[src/rtl/p0_serial_tx_if.sv]
// P0 write port and serial-line status bundle between the core and the P0 serializer.
interface p0_serial_tx_if;
  logic        wr_en;
  logic [15:0] wr_data;
  logic        tx;
  logic        busy;
  logic        full;
  logic        empty;
  logic        overflow;

  modport master (
    output wr_en, wr_data,
    input  tx, busy, full, empty, overflow
  );

  modport slave (
    input  wr_en, wr_data,
    output tx, busy, full, empty, overflow
  );
endinterface

[src/rtl/p0_serial_tx.sv]
// Queues P0 writes and sends each word as two 8N1 frames, low byte first; start bit begins 2 edges after a write when idle.
// No backpressure to the core: a write while full is dropped and latches the sticky overflow flag.
module p0_serial_tx #(
  parameter int CLKS_PER_BIT = 16,
  parameter int FIFO_DEPTH   = 4
) (
  input logic           clk,
  input logic           rst,
  p0_serial_tx_if.slave p0
);
  localparam int BW = $clog2(CLKS_PER_BIT);
  localparam int PW = $clog2(FIFO_DEPTH);
  localparam int CW = $clog2(FIFO_DEPTH + 1);
  localparam logic [BW-1:0] BAUD_LAST = BW'(CLKS_PER_BIT - 1);
  localparam logic [CW-1:0] CNT_FULL  = CW'(FIFO_DEPTH);

  typedef enum logic [1:0] {IDLE, START, DATA, STOP} state_t;

  state_t        state, state_nxt;
  logic [BW-1:0] baud_cnt, baud_nxt;
  logic [2:0]    bit_idx, bit_nxt;
  logic          byte_sel, sel_nxt;
  logic [15:0]   shift_reg, shift_nxt;

  logic [15:0]   mem [FIFO_DEPTH];
  logic [PW-1:0] wr_ptr, rd_ptr;
  logic [CW-1:0] count;
  logic          overflow_q;

  logic          full, empty, push, pop, bit_end, tx_line;
  logic [7:0]    cur_byte;

  assign full     = (count == CNT_FULL);
  assign empty    = (count == '0);
  // A write while full is refused even when a pop frees a slot on the same edge.
  assign push     = p0.wr_en && !full;
  assign bit_end  = (baud_cnt == BAUD_LAST);
  assign cur_byte = byte_sel ? shift_reg[15:8] : shift_reg[7:0];

  always_ff @(posedge clk) begin
    if (push) mem[wr_ptr] <= p0.wr_data;
  end

  always_ff @(posedge clk or negedge rst) begin
    if (!rst) begin
      wr_ptr     <= '0;
      rd_ptr     <= '0;
      count      <= '0;
      overflow_q <= 1'b0;
    end else begin
      if (push) wr_ptr <= wr_ptr + PW'(1);
      if (pop)  rd_ptr <= rd_ptr + PW'(1);
      if (push && !pop)      count <= count + CW'(1);
      else if (pop && !push) count <= count - CW'(1);
      if (p0.wr_en && full)  overflow_q <= 1'b1;
    end
  end

  always_ff @(posedge clk or negedge rst) begin
    if (!rst) begin
      state     <= IDLE;
      baud_cnt  <= '0;
      bit_idx   <= '0;
      byte_sel  <= 1'b0;
      shift_reg <= '0;
    end else begin
      state     <= state_nxt;
      baud_cnt  <= baud_nxt;
      bit_idx   <= bit_nxt;
      byte_sel  <= sel_nxt;
      shift_reg <= shift_nxt;
    end
  end

  always_comb begin
    state_nxt = state;
    baud_nxt  = baud_cnt;
    bit_nxt   = bit_idx;
    sel_nxt   = byte_sel;
    shift_nxt = shift_reg;
    pop       = 1'b0;
    case (state)
      IDLE: begin
        if (!empty) begin
          pop       = 1'b1;
          shift_nxt = mem[rd_ptr];
          sel_nxt   = 1'b0;
          baud_nxt  = '0;
          bit_nxt   = '0;
          state_nxt = START;
        end
      end
      START: begin
        if (bit_end) begin
          baud_nxt  = '0;
          bit_nxt   = '0;
          state_nxt = DATA;
        end else begin
          baud_nxt = baud_cnt + BW'(1);
        end
      end
      DATA: begin
        if (bit_end) begin
          baud_nxt = '0;
          if (bit_idx == 3'd7) state_nxt = STOP;
          else                 bit_nxt   = bit_idx + 3'd1;
        end else begin
          baud_nxt = baud_cnt + BW'(1);
        end
      end
      STOP: begin
        // High byte follows the low byte with no idle gap in between.
        if (bit_end) begin
          baud_nxt = '0;
          if (!byte_sel) begin
            sel_nxt   = 1'b1;
            state_nxt = START;
          end else begin
            state_nxt = IDLE;
          end
        end else begin
          baud_nxt = baud_cnt + BW'(1);
        end
      end
      default: state_nxt = IDLE;
    endcase
  end

  always_comb begin
    case (state)
      START:   tx_line = 1'b0;
      DATA:    tx_line = cur_byte[bit_idx];
      default: tx_line = 1'b1;
    endcase
  end

  assign p0.tx       = tx_line;
  assign p0.busy     = (state != IDLE) || !empty;
  assign p0.full     = full;
  assign p0.empty    = empty;
  assign p0.overflow = overflow_q;
endmodule
[src/flat_wrapper.sv]
// flat-port wrapper written by rule: the top's interface ports become plain ports
module p0_serial_tx_flat 
#(
  parameter int CLKS_PER_BIT = 16,
  parameter int FIFO_DEPTH   = 4
)
  (clk, rst, p0_wr_en, p0_wr_data, p0_tx, p0_busy, p0_full, p0_empty, p0_overflow);
  p0_serial_tx_if p0_i ();
  input logic clk;
  input logic rst;
  input wire logic [$bits(p0_i.wr_en)-1:0] p0_wr_en;
  input wire logic [$bits(p0_i.wr_data)-1:0] p0_wr_data;
  output wire logic [$bits(p0_i.tx)-1:0] p0_tx;
  output wire logic [$bits(p0_i.busy)-1:0] p0_busy;
  output wire logic [$bits(p0_i.full)-1:0] p0_full;
  output wire logic [$bits(p0_i.empty)-1:0] p0_empty;
  output wire logic [$bits(p0_i.overflow)-1:0] p0_overflow;
  assign p0_i.wr_en = p0_wr_en;
  assign p0_i.wr_data = p0_wr_data;
  assign p0_tx = p0_i.tx;
  assign p0_busy = p0_i.busy;
  assign p0_full = p0_i.full;
  assign p0_empty = p0_i.empty;
  assign p0_overflow = p0_i.overflow;
  p0_serial_tx #(.CLKS_PER_BIT(CLKS_PER_BIT), .FIFO_DEPTH(FIFO_DEPTH)) u_core (.clk(clk), .rst(rst), .p0(p0_i));
endmodule
[config.mk]
export PLATFORM = sky130hd
export DESIGN_NAME = p0_serial_tx_flat
export DESIGN_NICKNAME = d
export VERILOG_FILES = /design/src/rtl/p0_serial_tx_if.sv /design/src/rtl/p0_serial_tx.sv /design/src/flat_wrapper.sv
export SDC_FILE = /design/constraint.sdc
export NUM_CORES = 1
export LEC_CHECK = 0
export ABC_AREA = 1
export CAP_MARGIN = 20
export CORE_UTILIZATION = 40
export DETAILED_ROUTE_END_ITERATION = 7
export PLACE_DENSITY_LB_ADDON = 0.2
export SETUP_SLACK_MARGIN = 0.5
export SLEW_MARGIN = 40
export SYNTH_ARGS = -nofsm -noshare
export SYNTH_HDL_FRONTEND = slang
export SYNTH_SLANG_ARGS = --single-unit
[constraint.sdc]
create_clock -name clk -period 3 [get_ports clk]
set_input_delay 0.45 -clock clk [delete_from_list [all_inputs] [get_ports clk]]
set_output_delay 0.45 -clock clk [all_outputs]
set_load 0.01 [all_outputs]
; ---- Word-level counts from Yosys, hierarchy flattened
; Memories as Yosys holds them, arrays and structs flattened. A register that Yosys moved wholly into a read port is not among the register bits.
; Index checks and enable logic that the tools add are counted.
[classes]
add_sub_neg = 6
magnitude_cmp = 1
n_eq_ne = 12
muxes = 28
bitwise = 1
reduce_logical = 21
[ops]
columns = op, n
row1 = $mux W3, 6
row2 = $mux W2, 5
row3 = $reduce_and A5 Y1, 2
row4 = $pmux W3 S3, 1
row5 = $mux W1, 8
row6 = $mux W4, 2
row7 = $mux W8, 1
row8 = $ne A2 B1 Y1 const B, 4
row9 = $pmux W2 S4, 1
row10 = $pmux W4 S2, 1
row11 = $add A3 B1 Y3 const B, 2
row12 = $eq A3 B3 Y1 const B, 2
row13 = $reduce_bool A2 Y1, 3
row14 = $logic_not A1 Y1, 5
row15 = $add A2 B1 Y2 const B, 2
row16 = $add A4 B1 Y4 const B, 1
row17 = $eq A2 B2 Y1 const B, 2
row18 = $eq A4 B4 Y1 const B, 1
row19 = $logic_and A1 B1 Y1, 4
row20 = $lt A3 B4 Y1 const B, 1
row21 = $ne A2 B2 Y1 const B, 2
row22 = $pmux W1 S2, 2
row23 = $bmux W1 S3, 1
row24 = $logic_not A3 Y1, 1
row25 = other kinds (9), 9
[totals]
reg_bits = 18
ramBits = 64
input_bits = 19
n_memories = 1
[memory_table]
columns = name, depth, word_bits, read_ports, rd_ports_with_merged_regs, write_ports, line_no
row1 = u_core.mem, 4, 16, 1, 1, 1, p0_serial_tx.sv:25  ; logic [15:0] mem [FIFO_DEPTH];

; ---- Longest topological paths before layout
; Gate-level depths: netlist of the first run.
[depth]
word_depth = 7
ltp_mapped = 10
depth_no_buf = 10

; ---- Least setup slack after synthesis of the first run
; OpenSTA, ideal clock, no wires.
[synth_timing]
path_kind = register -> register
startpoint = reg u_core.state[0]
endpoint = reg u_core.count[2]
setup_ns = 0.131
arrival_ns = 1.767
path_slack_ns = 1.102
path_stages_with_launch = 10
path_buffers = 0
period_less_slack_ns = 1.898
cell_sequence = dfrtp_1 inv_1 ha_1 nand2_1 ha_1 inv_1 fa_1 a21oi_1 o21ai_0 xor2_1
[synth_via]
elab_chain_cells = 5
[synth_lines]
columns = element, line_no
row1 = start: declaration, p0_serial_tx.sv:19  ; state_t state, state_nxt;
row2 = start signal: assignment, p0_serial_tx.sv:67  ; state <= state_nxt;
row3 = $logic_not A2 Y1 *, p0_serial_tx.sv:82  ; case (state)
row4 = $mux W1 *, p0_serial_tx.sv:82
row5 = $logic_not A1 Y1, p0_serial_tx.sv:53  ; if (push && !pop) count <= count + CW'(1);
row6 = $logic_and A1 B1 Y1, p0_serial_tx.sv:53
row7 = $mux W3 or $reduce_bool A2 Y1 (tied branches), --
row8 = end signal: assignment, p0_serial_tx.sv:53
row9 = end signal: assignment, p0_serial_tx.sv:54  ; else if (pop && !push) count <= count - CW'(1);
row10 = end: declaration, p0_serial_tx.sv:27  ; logic [CW-1:0] count;
; Mark *: on every way between the ends. The rest lies on a longest branch, timed or not.
; A chain may end at the register's enable or synchronous reset.

; ---- Worst setup path after layout of the first run
[layout_timing]
startpoint = reg u_core.state[1]
endpoint = out p0_busy
[layout_via]
elab_chain_cells = 2
[layout_lines]
columns = element, line_no
row1 = $reduce_bool A2 Y1, p0_serial_tx.sv:138  ; assign p0.busy = (state != IDLE) || !empty;
row2 = $logic_or A1 B1 Y1, p0_serial_tx.sv:138
row3 = end: declaration, flat_wrapper.sv:14  ; output wire logic [$bits(p0_i.busy)-1:0] p0_busy;
; No other way between the ends.

==> impl_metrics.tcl, run 1 <==
set metrics [dict create \
    cts_made_buffers 9 \
    placed_cell_area_mm2 0.004572 \
    grt-ovfl-total 0 \
    synthMuxAreaShare_pct 4.087 \
    cp_max_fo 6 \
    synth_flop_cell "edfxtp_1" \
    tightest_slew_ns 0.5581 \
    worst-endpoint-arrival_ns 1.92 \
    drive_above_1_share_pct 9.207 \
    fin_crit_ns 2.369 \
    tns_ns 0 \
    post-dp-hpwl_mm 4.729 \
    synth-simple-area-share_pct 10.53 \
    first_iter_violations 144 \
    path_cells "inv_1 -> ha_1 -> nand3_2 -> clkdlybuf4s50_1" \
    hp-start "u_core.p0.overflow" \
    use_met1_pct 19.27 \
    switching_share_pct 27.03 \
    yosys_warnings 0 \
    synth_edf_count 64 \
    grt_pass1_vias 2526 \
    clock_skew_ns 0.01145 \
    final_cells 527 \
    async_flop_share_pct 34.69 \
    min_path_cells 1 \
    slowest_delay_ns 0.52 \
    area_growth_pct 13.78 \
    vias_per_cell 4.820 \
    die_width_um 104.4 \
    start_kind "register" \
    power_density_mw_per_mm2 618.8 \
    htreeDepth 3 \
    cts.clk_slew.worst_paths_ns 0.09 \
    netlist.area_leader.share_pct 45.82 \
    grt-busiest-layer "met2" \
    slew_viol_final 0 \
    grt_pass1_wl_mm 12.43 \
    clockBufferDepth 2 \
    initial_core_util_pct 40.99 \
    worstSkewPairLatency_ns 0.36 \
    reg2reg_to "u_core.count[1]" \
    synth-adder-area-share_pct 4.356 \
    antenna_found_initial 0 \
    numPortBuffers 23 \
    p_clk_share_pct 25.3 \
    clock-root-buffer "clkbuf_8" \
    synth_area_leaders "edfxtp_1 46%, dfrtp_1 20%, o21ai_0 5.0%" \
    vias 2540 \
    cts_sinks 98 \
    core_area_mm2 0.01023 \
    n_antenna_cell 0 \
    syn_nets 387 \
    avgSynthCellArea_um2 11.85 \
    track_usage_pct 14.81 \
    critPathKind "reg2out" \
    grt_start_max_net_pins 35 \
    max-slew-margin-rel_pct 62.79 \
    p_comb_share_pct 15.5 \
    synth_area_mm2 0.004194 \
    die_area_mm2 0.01090 \
    fmax_mhz 422.2 \
    ir_drop_mv 0.2904 \
    finalSetupViolations 0 \
    path_delay_family "buffers and inverters" \
    intPower_mw 2.155 \
    cts_tree "done" \
    synth_compound_area_share_pct 8.085 \
    period_share_pct 78.96 \
    nNetsFinal 419 \
    use_met3_pct 3.321 \
    status "complete, no violations" \
    slowest_stage "clkdlybuf4s50_1" \
    p_sw_mw 0.7981 \
    io_pins 24 \
    dp.cells 508 \
    syn_inst 354 \
    gp_congestion 0.8018 \
    p_seq_share_pct 59.1 \
    ys_ff_latch 98 \
    hold_class "reg2reg" \
    worst_ep_required_time_ns 2.55 \
    drt-pass1-iter-count 4 \
    rrSetupSlack_ns 0.85 \
    stdcell_area_mm2 0.004772 \
    setup.worst_path.end "p0_busy" \
    final_hold_viol_count 0 \
    yosys.area.top_type "edfxtp_1" \
    cp.depth 4 \
    drc 0 \
    timing.hold.ws_ns 0.4842 \
    grt_setup_unrepaired "no" \
    rr_worst_depth 7 \
    holdBufCountCts 0 \
    die_h_um 104.4 \
    routed_wl_mm 7.345 \
    synth.distinct_cells 27 \
    p_leak_nw 1.988 \
    worstSetupStartpoint "u_core.state[1]" \
    synth_top_family_by_area "simple AND/OR/NAND/NOR gates" \
    fillCellCount 918 \
    largest_reg_flops 64 \
    cp_num_buf_inv 2 \
    wire_per_inst_um 13.94 \
    use_met2_pct 24.31 \
    maxCapViolCount 0 \
    synth-xor-area-share_pct 1.253 \
    synth-seq-area-share_pct 66.11 \
    drtAntennaViolNets 0 \
    r2r-start "u_core.state[1]" \
    rows 37 \
    worstSetupEndpointType "output port" \
]
-- layout by cell type (no fill, tap or decap), types with 3 or more instances in the layout --
master           count
clkdlybuf4s50_1     22
mux2i_1             16
nand3_1             22
inv_1               39
nand2_1             47
inv_2                3
buf_4               10
edfxtp_1            64
dfrtp_1             32
o22ai_1             16
xor2_1               5
nor2_1              26
o21ai_0             42
ha_1                13
clkbuf_8             9
-- kinds of logic (layout without fill, tap and decap cells) --
kind of cell / count (synthesis) / count (layout)
and+or+nand+nor: 102 / 102
DFF: 98 / 98
AOI/OAI and AO/OA: 63 / 63
buffers and inverters: 54 / 91
muxes: 17 / 17
adders and majority gates: 14 / 14
xor gates and xnor gates: 6 / 6
-- repair_timing --
action | 4_1_cts | 5_1_grt
cloned | 0 | 0
resized for setup | 1 | 3
endpoints found under the setup margin | 1 | 2
buffers inserted | 1 | 2
-- cells in the mapped netlist (2+ instances only) --
| cell type | instances |
|---|---|
| inv_1 | 40 |
| dfrtp_1 | 34 |
| inv_2 | 2 |
| clkbuf_1 | 2 |
| nor2_1 | 26 |
| buf_2 | 4 |
| buf_4 | 5 |
| o21ai_1 | 2 |
| nand2_1 | 47 |
| nand2_2 | 2 |
| ha_1 | 13 |
| xor2_1 | 5 |
| a21oi_1 | 2 |
| o22ai_1 | 16 |
| nand3_1 | 23 |
| edfxtp_1 | 64 |
| mux2i_1 | 16 |
| o21ai_0 | 42 |
-- power by group through the flow --
stage	logic [mW]	registers [mW]	clock network [mW]
floorplan	0.265	1.77	0
global placement	0.451	1.77	0
detailed placement	0.468	1.78	0
CTS	0.472	1.75	0.772
global route	0.526	1.77	0.826
finish	0.458	1.75	0.749
-- final cells by class --
cell class / count / area [um^2] / area share, %
Sequential cell: 98 / 2775 / 58.15
Multi-Input combinational cell: 202 / 1192 / 24.99
Timing Repair Buffer: 33 / 307.8 / 6.450
Tap cell: 136 / 170.2 / 3.566
Inverter: 42 / 157.7 / 3.304
Clock buffer: 10 / 127.6 / 2.674
Clock inverter: 6 / 41.29 / 0.8652
-- per-layer routing --
layer  part of all wire (%)  wire [um]  vias to the layer above
met5                      0          0                        -
met4                    1.1         80                        0
met3                    3.4        251                        7
met2                     47       3442                       32
met1                     49       3571                     1218
li1                       -          -                     1283
-- metrics by stage --
stage / util, % / setup WS (ns) / power [mW]
2_1_floorplan: - / 1.102 / 2.033
3_3_place_gp: 44.67 / 0.7274 / 2.221
3_5_place_dp: 44.69 / 0.6826 / 2.247
4_1_cts: 46.42 / 0.5115 / 2.992
5_1_grt: 46.64 / 0.5162 / 3.123
6_report: 46.64 / 0.6313 / 2.953
-- how the worst min path moves through the flow --
stage               slack, ns                 end
floorplan                0.15  u_core.baud_cnt[0]
global placement         0.45  u_core.p0.overflow
detailed placement       0.46  u_core.p0.overflow
CTS                      0.49  u_core.p0.overflow
global route             0.51  u_core.p0.overflow
finish                   0.48  u_core.p0.overflow
Note: power is estimated with default switching activity, not from simulation.
==> inputs of run 2 (changes only) <==
clock period = 1.9 ns   (was 3 ns; I/O delays follow)
==> run 2 against run 1 <==
Against the previous run:
- count of clock-buffer cells in the layout unchanged
- non-clock buffer count increased by 34
- cell area up 18%
- final cell count is 7.0% higher
- sequential share of layout area shrank 8.6 points
- utilization grew 8.2 points
- register-to-register slack got worse by 0.76 ns
- critical endpoint is now p0_tx
- largest cell class unchanged
- largest power group unchanged
==> impl_metrics.tcl, run 2 (synthesis gave the netlist of run 1 again) <==
set metrics [dict create \
    status "complete, no violations" \
    post-place-ws_ns -0.06245 \
    clock_skew_ns 0.01453 \
    initial_core_util_pct 40.99 \
    critPathKind "reg2out" \
    grt_setup_unrepaired "yes" \
    final_cell_mix "64 x edfxtp_1, 32 x inv_1, 32 x nand2_1" \
    fin_crit_ns 1.815 \
    rows 37 \
    r2r-start "u_core.count[0]" \
    finalSetupViolations 0 \
    cp_max_fo 8 \
    final_util_pct 54.81 \
    drc 0 \
    power_density_mw_per_mm2 1042 \
    post-dp-hpwl_mm 4.691 \
    hold_class "in2async" \
    rrSetupSlack_ns 0.09 \
    p_seq_share_pct 47.1 \
    worstSetupEndpointType "output port" \
    p_comb_share_pct 23.8 \
    slew_viol_final 0 \
    drtAntennaViolNets 0 \
    final_common_cell "edfxtp_1" \
    die_h_um 104.4 \
    p_sw_mw 1.498 \
    cts.clk_slew.worst_paths_ns 0.10 \
    cts_tree "done" \
    intPower_mw 4.347 \
    htreeDepth 3 \
    regArea_mm2 0.002776 \
    p_clk_share_pct 29.1 \
    n_antenna_cell 0 \
    io_pins 24 \
    reg2reg_to "u_core.count[1]" \
    switching_share_pct 25.63 \
    wire_per_inst_um 15.99 \
    grt_start_max_net_pins 35 \
    first_iter_violations 219 \
    grt_pass1_vias 2721 \
    die_width_um 104.4 \
    die_area_mm2 0.01090 \
    numPortBuffers 23 \
    clock-root-buffer "clkbuf_8" \
    largest_reg_flops 64 \
    p_leak_nw 2.368 \
    vias 2788 \
    drive_above_1_share_pct 27.57 \
    tightest_slew_ns 0.2920 \
    max-slew-margin-rel_pct 80.53 \
    ir_drop_mv 0.6231 \
    clockBufferDepth 2 \
    layout_setup_ws_ns 0.08541 \
    start_kind "register" \
    maxCapViolCount 0 \
    cts_sinks 98 \
    multiInputGateArea_mm2 0.001391 \
    fillCellCount 827 \
    vias_per_cell 4.943 \
    drt-pass1-iter-count 4 \
    period_share_pct 95.50 \
    track_usage_pct 16.86 \
    gp_congestion 0.8106 \
    worst-endpoint-arrival_ns 1.53 \
    worstSkewPairLatency_ns 0.36 \
    worstSetupStartpoint "u_core.byte_sel" \
    fmax_mhz 551.1 \
    core_area_mm2 0.01023 \
    setup.worst_path.end "p0_tx" \
    rr_worst_depth 8 \
    area_growth_pct 33.71 \
    antenna_found_initial 0 \
    cts_made_buffers 9 \
    grt_pass1_wl_mm 13.92 \
    worst_ep_required_time_ns 1.62 \
    holdBufCountCts 0 \
    final_hold_viol_count 0 \
    routed_wl_mm 9.021 \
    nNetsFinal 456 \
    grt-ovfl-total 0 \
]
## run 2: cell count changes in the layout (fill, tap and decap cells not counted), moves of 8 or more
cell	delta
nand2_2	+8
o21ai_1	+14
nand2_1	-15
buf_6	+17
o21ai_0	-19
buf_4	+8
## run 2: per-stage QoR
stage	cell area [um^2]	power (mW)	TNS, ns	std cells	hold WS, ns
after floorplan	4252	3.256	0	354	-0.01059
final	5608	5.845	0	564	0.2941
after global routing	5608	6.096	-0.09168	564	0.2857
after CTS	5294	5.730	0	549	0.2896
after global placement	4771	3.694	-0.03995	517	0.4521
after detailed placement	4771	3.717	-0.06835	517	0.4898
## run 2: worst max-delay path, cell delays in order, from the launching register on
cell     delay [ns]
dfrtp_1        0.43
inv_2          0.13
nand2_1        0.07
nand3_1        0.08
nand3_1        0.08
nand3_1        0.07
nand2_1        0.06
nand2_1        0.07
nand2_1        0.05
buf_2          0.13
## run 2: cell type report
type	count	share of cell area, %
clock buffers	10	2.276
clock inverters	6	2.298
flip-flops and latches	98	49.51
repair inverters	3	0.9817
inverters	42	3.168
well taps	136	3.034
repair buffers	67	13.92
multi-input cells	202	24.81
## run 2: timing repair
item	4_1_cts	5_1_grt
setup endpoints to repair	95	89
buffers inserted	12	12
pin swaps	12	20
gates resized for setup	42	80
gates cloned	4	3
## run 2: power groups by stage
stage	Clock, mW	Combinational (mW)	Sequential, mW
2_1_floorplan	0	0.462	2.79
3_3_place_gp	0	0.913	2.78
3_5_place_dp	0	0.924	2.79
4_1_cts	1.73	1.26	2.74
5_1_grt	1.81	1.50	2.78
6_report	1.70	1.39	2.75
## run 2: worst min-delay path by stage
stage                             startpoint                 end  slack (ns)  cells past startpoint
after floorplan                          rst  u_core.baud_cnt[0]       -0.01                      0
after CTS                                rst  u_core.baud_cnt[3]        0.29                      2
after detailed placement  u_core.p0.overflow  u_core.p0.overflow        0.49                      1
final                                    rst     u_core.count[1]        0.29                      2
after global routing                     rst  u_core.baud_cnt[3]        0.29                      2
after global placement    u_core.p0.overflow  u_core.p0.overflow        0.45                      1
## run 2: routing by layer
layer | vias to the layer above | global-route usage, % | wire length (um)
met1 | 1348 | 22.05 | 3971
met2 | 65 | 27.58 | 4472
met4 | 0 | 6.735 | 159
met5 | - | 0 | 0
li1 | 1364 | - | -
met3 | 11 | 3.258 | 417
==> inputs of run 3 (changes only) <==
CELL_PAD_IN_SITES_DETAIL_PLACEMENT = 0   (was not set)
CELL_PAD_IN_SITES_GLOBAL_PLACEMENT = 1   (was not set)
==> run 3 against run 2 <==
Against the previous run:
- largest power group unchanged
- via count rose by 1.5%
- worst setup slack got worse by 0.030 ns
- sequential share of layout area fell by 2.2 points
- critical path depth did not move
- non-clock buffer count rose by 18
- die area did not move
- register-to-register slack got worse by 0.03 ns
- clock power fell by 25%
- critical endpoint is now u_core.count[1]
- power fell by 6.0%
==> impl_metrics.tcl, run 3 (synthesis gave the netlist of run 1 again) <==
set metrics [dict create \
    placed_cell_area_mm2 0.004788 \
    fmax_mhz 542.1 \
    cp_max_fo 2 \
    final_util_pct 57.40 \
    vias_per_cell 4.889 \
    drtAntennaViolNets 0 \
    clock-root-buffer "clkbuf_8" \
    period_share_pct 97.08 \
    die_area_mm2 0.01090 \
    htreeDepth 3 \
    worst_ep_required_time_ns 2.15 \
    clock_skew_ns 0.007895 \
    final_cell_mix "64 x edfxtp_1, 32 x inv_1, 31 x dfrtp_1" \
    numPortBuffers 23 \
    wire_per_inst_um 15.93 \
    max-slew-margin-rel_pct 68.30 \
    grt_setup_unrepaired "yes" \
    initial_core_util_pct 40.99 \
    post-dp-hpwl_mm 4.936 \
    io_pins 24 \
    gp_congestion 0.7675 \
    fillCellCount 813 \
    cts_tree "done" \
    n_antenna_cell 0 \
    drive_above_1_share_pct 34.76 \
    status "complete, no violations" \
    slowest_stage "dfrtp_1" \
    grt_start_max_net_pins 35 \
    dp.cells 521 \
    nNetsFinal 471 \
    antenna_found_initial 0 \
    final_cells 579 \
    power_mw 5.493 \
    path_cells "nor2_4 -> buf_6 -> nand2_4 -> nand2_4 -> inv_4 -> ha_4 -> inv_4 -> fa_2 -> mux2_4" \
    grt-ovfl-total 0 \
    grt_pass1_vias 2832 \
    tns_ns 0 \
    rows 37 \
    finalSetupViolations 0 \
    layout_setup_ws_ns 0.05549 \
    drt-pass1-iter-count 4 \
    first_iter_violations 109 \
    maxCapViolCount 0 \
    power_density_mw_per_mm2 935.2 \
    final_hold_viol_count 0 \
    timing.hold.ws_ns 0.3451 \
    slowest_delay_ns 0.42 \
    grt_pass1_wl_mm 14.90 \
    drc 0 \
    holdBufCountCts 0 \
    ir_drop_mv 0.4779 \
    final_common_cell "edfxtp_1" \
    p_leak_nw 2.431 \
    cts_made_buffers 9 \
    die_h_um 104.4 \
    area_growth_pct 40.04 \
    clockBufferDepth 2 \
    worstSetupEndpointType "register" \
    tightest_slew_ns 0.4755 \
    largest_reg_flops 64 \
    post-place-ws_ns -0.06238 \
    core_area_mm2 0.01023 \
    routed_wl_mm 9.226 \
    slew_viol_final 0 \
    die_width_um 104.4 \
    critPathKind "reg2reg" \
    cts_sinks 98 \
    stdcell_area_mm2 0.005873 \
    fin_crit_ns 1.845 \
    worst-endpoint-arrival_ns 2.10 \
    cts.clk_slew.worst_paths_ns 0.10 \
    worstSkewPairLatency_ns 0.36 \
    vias 2831 \
    track_usage_pct 17.90 \
    start_kind "register" \
    hold_class "in2async" \
]
==> run 3: power by group <==
part	internal (mW)	total (mW)	switching, mW
combinational	0.761	1.47	0.706
sequential	2.64	2.75	0.110
clock	0.502	1.28	0.775
==> run 3: timing repair <==
action | CTS | global route
pin swaps | 18 | 32
setup buffers | 23 | 10
gates resized for setup | 84 | 69
endpoints found under the setup margin | 91 | 96
gates cloned | 9 | 0
==> run 3: layout make-up <==
cell class / count / area, um^2 / area share (%)
inverter: 42 / 185.2 / 3.153
timing repair buffer: 85 / 1062 / 18.09
multi-input combinational: 202 / 1494 / 25.44
clock buffer: 9 / 123.9 / 2.109
sequential: 98 / 2776 / 47.27
clock inverter: 7 / 61.31 / 1.044
tap: 136 / 170.2 / 2.897
==> run 3: final timing paths <==
path / start / end / slack [ns] / cells after the start
worst max-delay path: u_core.count[0] / u_core.count[1] / 0.06 / 9
worst min-delay path: rst / u_core.shift_reg[0] / 0.35 / 2
worst max register to register: u_core.count[0] / u_core.count[1] / 0.06 / 9
worst min register to register: u_core.p0.overflow / u_core.p0.overflow / 0.49 / 1
max in group asynchronous: rst / u_core.state[1] / 1.19 / 2
min in group clk: u_core.p0.overflow / u_core.p0.overflow / 0.49 / 1
==> run 3: routing by layer <==
layer | vias to the layer above | share of wire [%] | track usage [%]
met1 | 1374 | 47 | 23.87
met2 | 51 | 48 | 29.47
met4 | 0 | 1.9 | 6.939
li1 | 1390 | - | -
met5 | - | 0 | 0
met3 | 16 | 3.0 | 2.632
==> run 3: critical path: cells and delay by family (launching register included) <==
| kind | cells | cell delay [ns] |
|---|---|---|
| adders and majority gates | 2 | 0.57 |
| buffers and inverters | 3 | 0.21 |
| DFF | 1 | 0.42 |
| muxes | 1 | 0.27 |
| and+or+nand+nor | 3 | 0.26 |
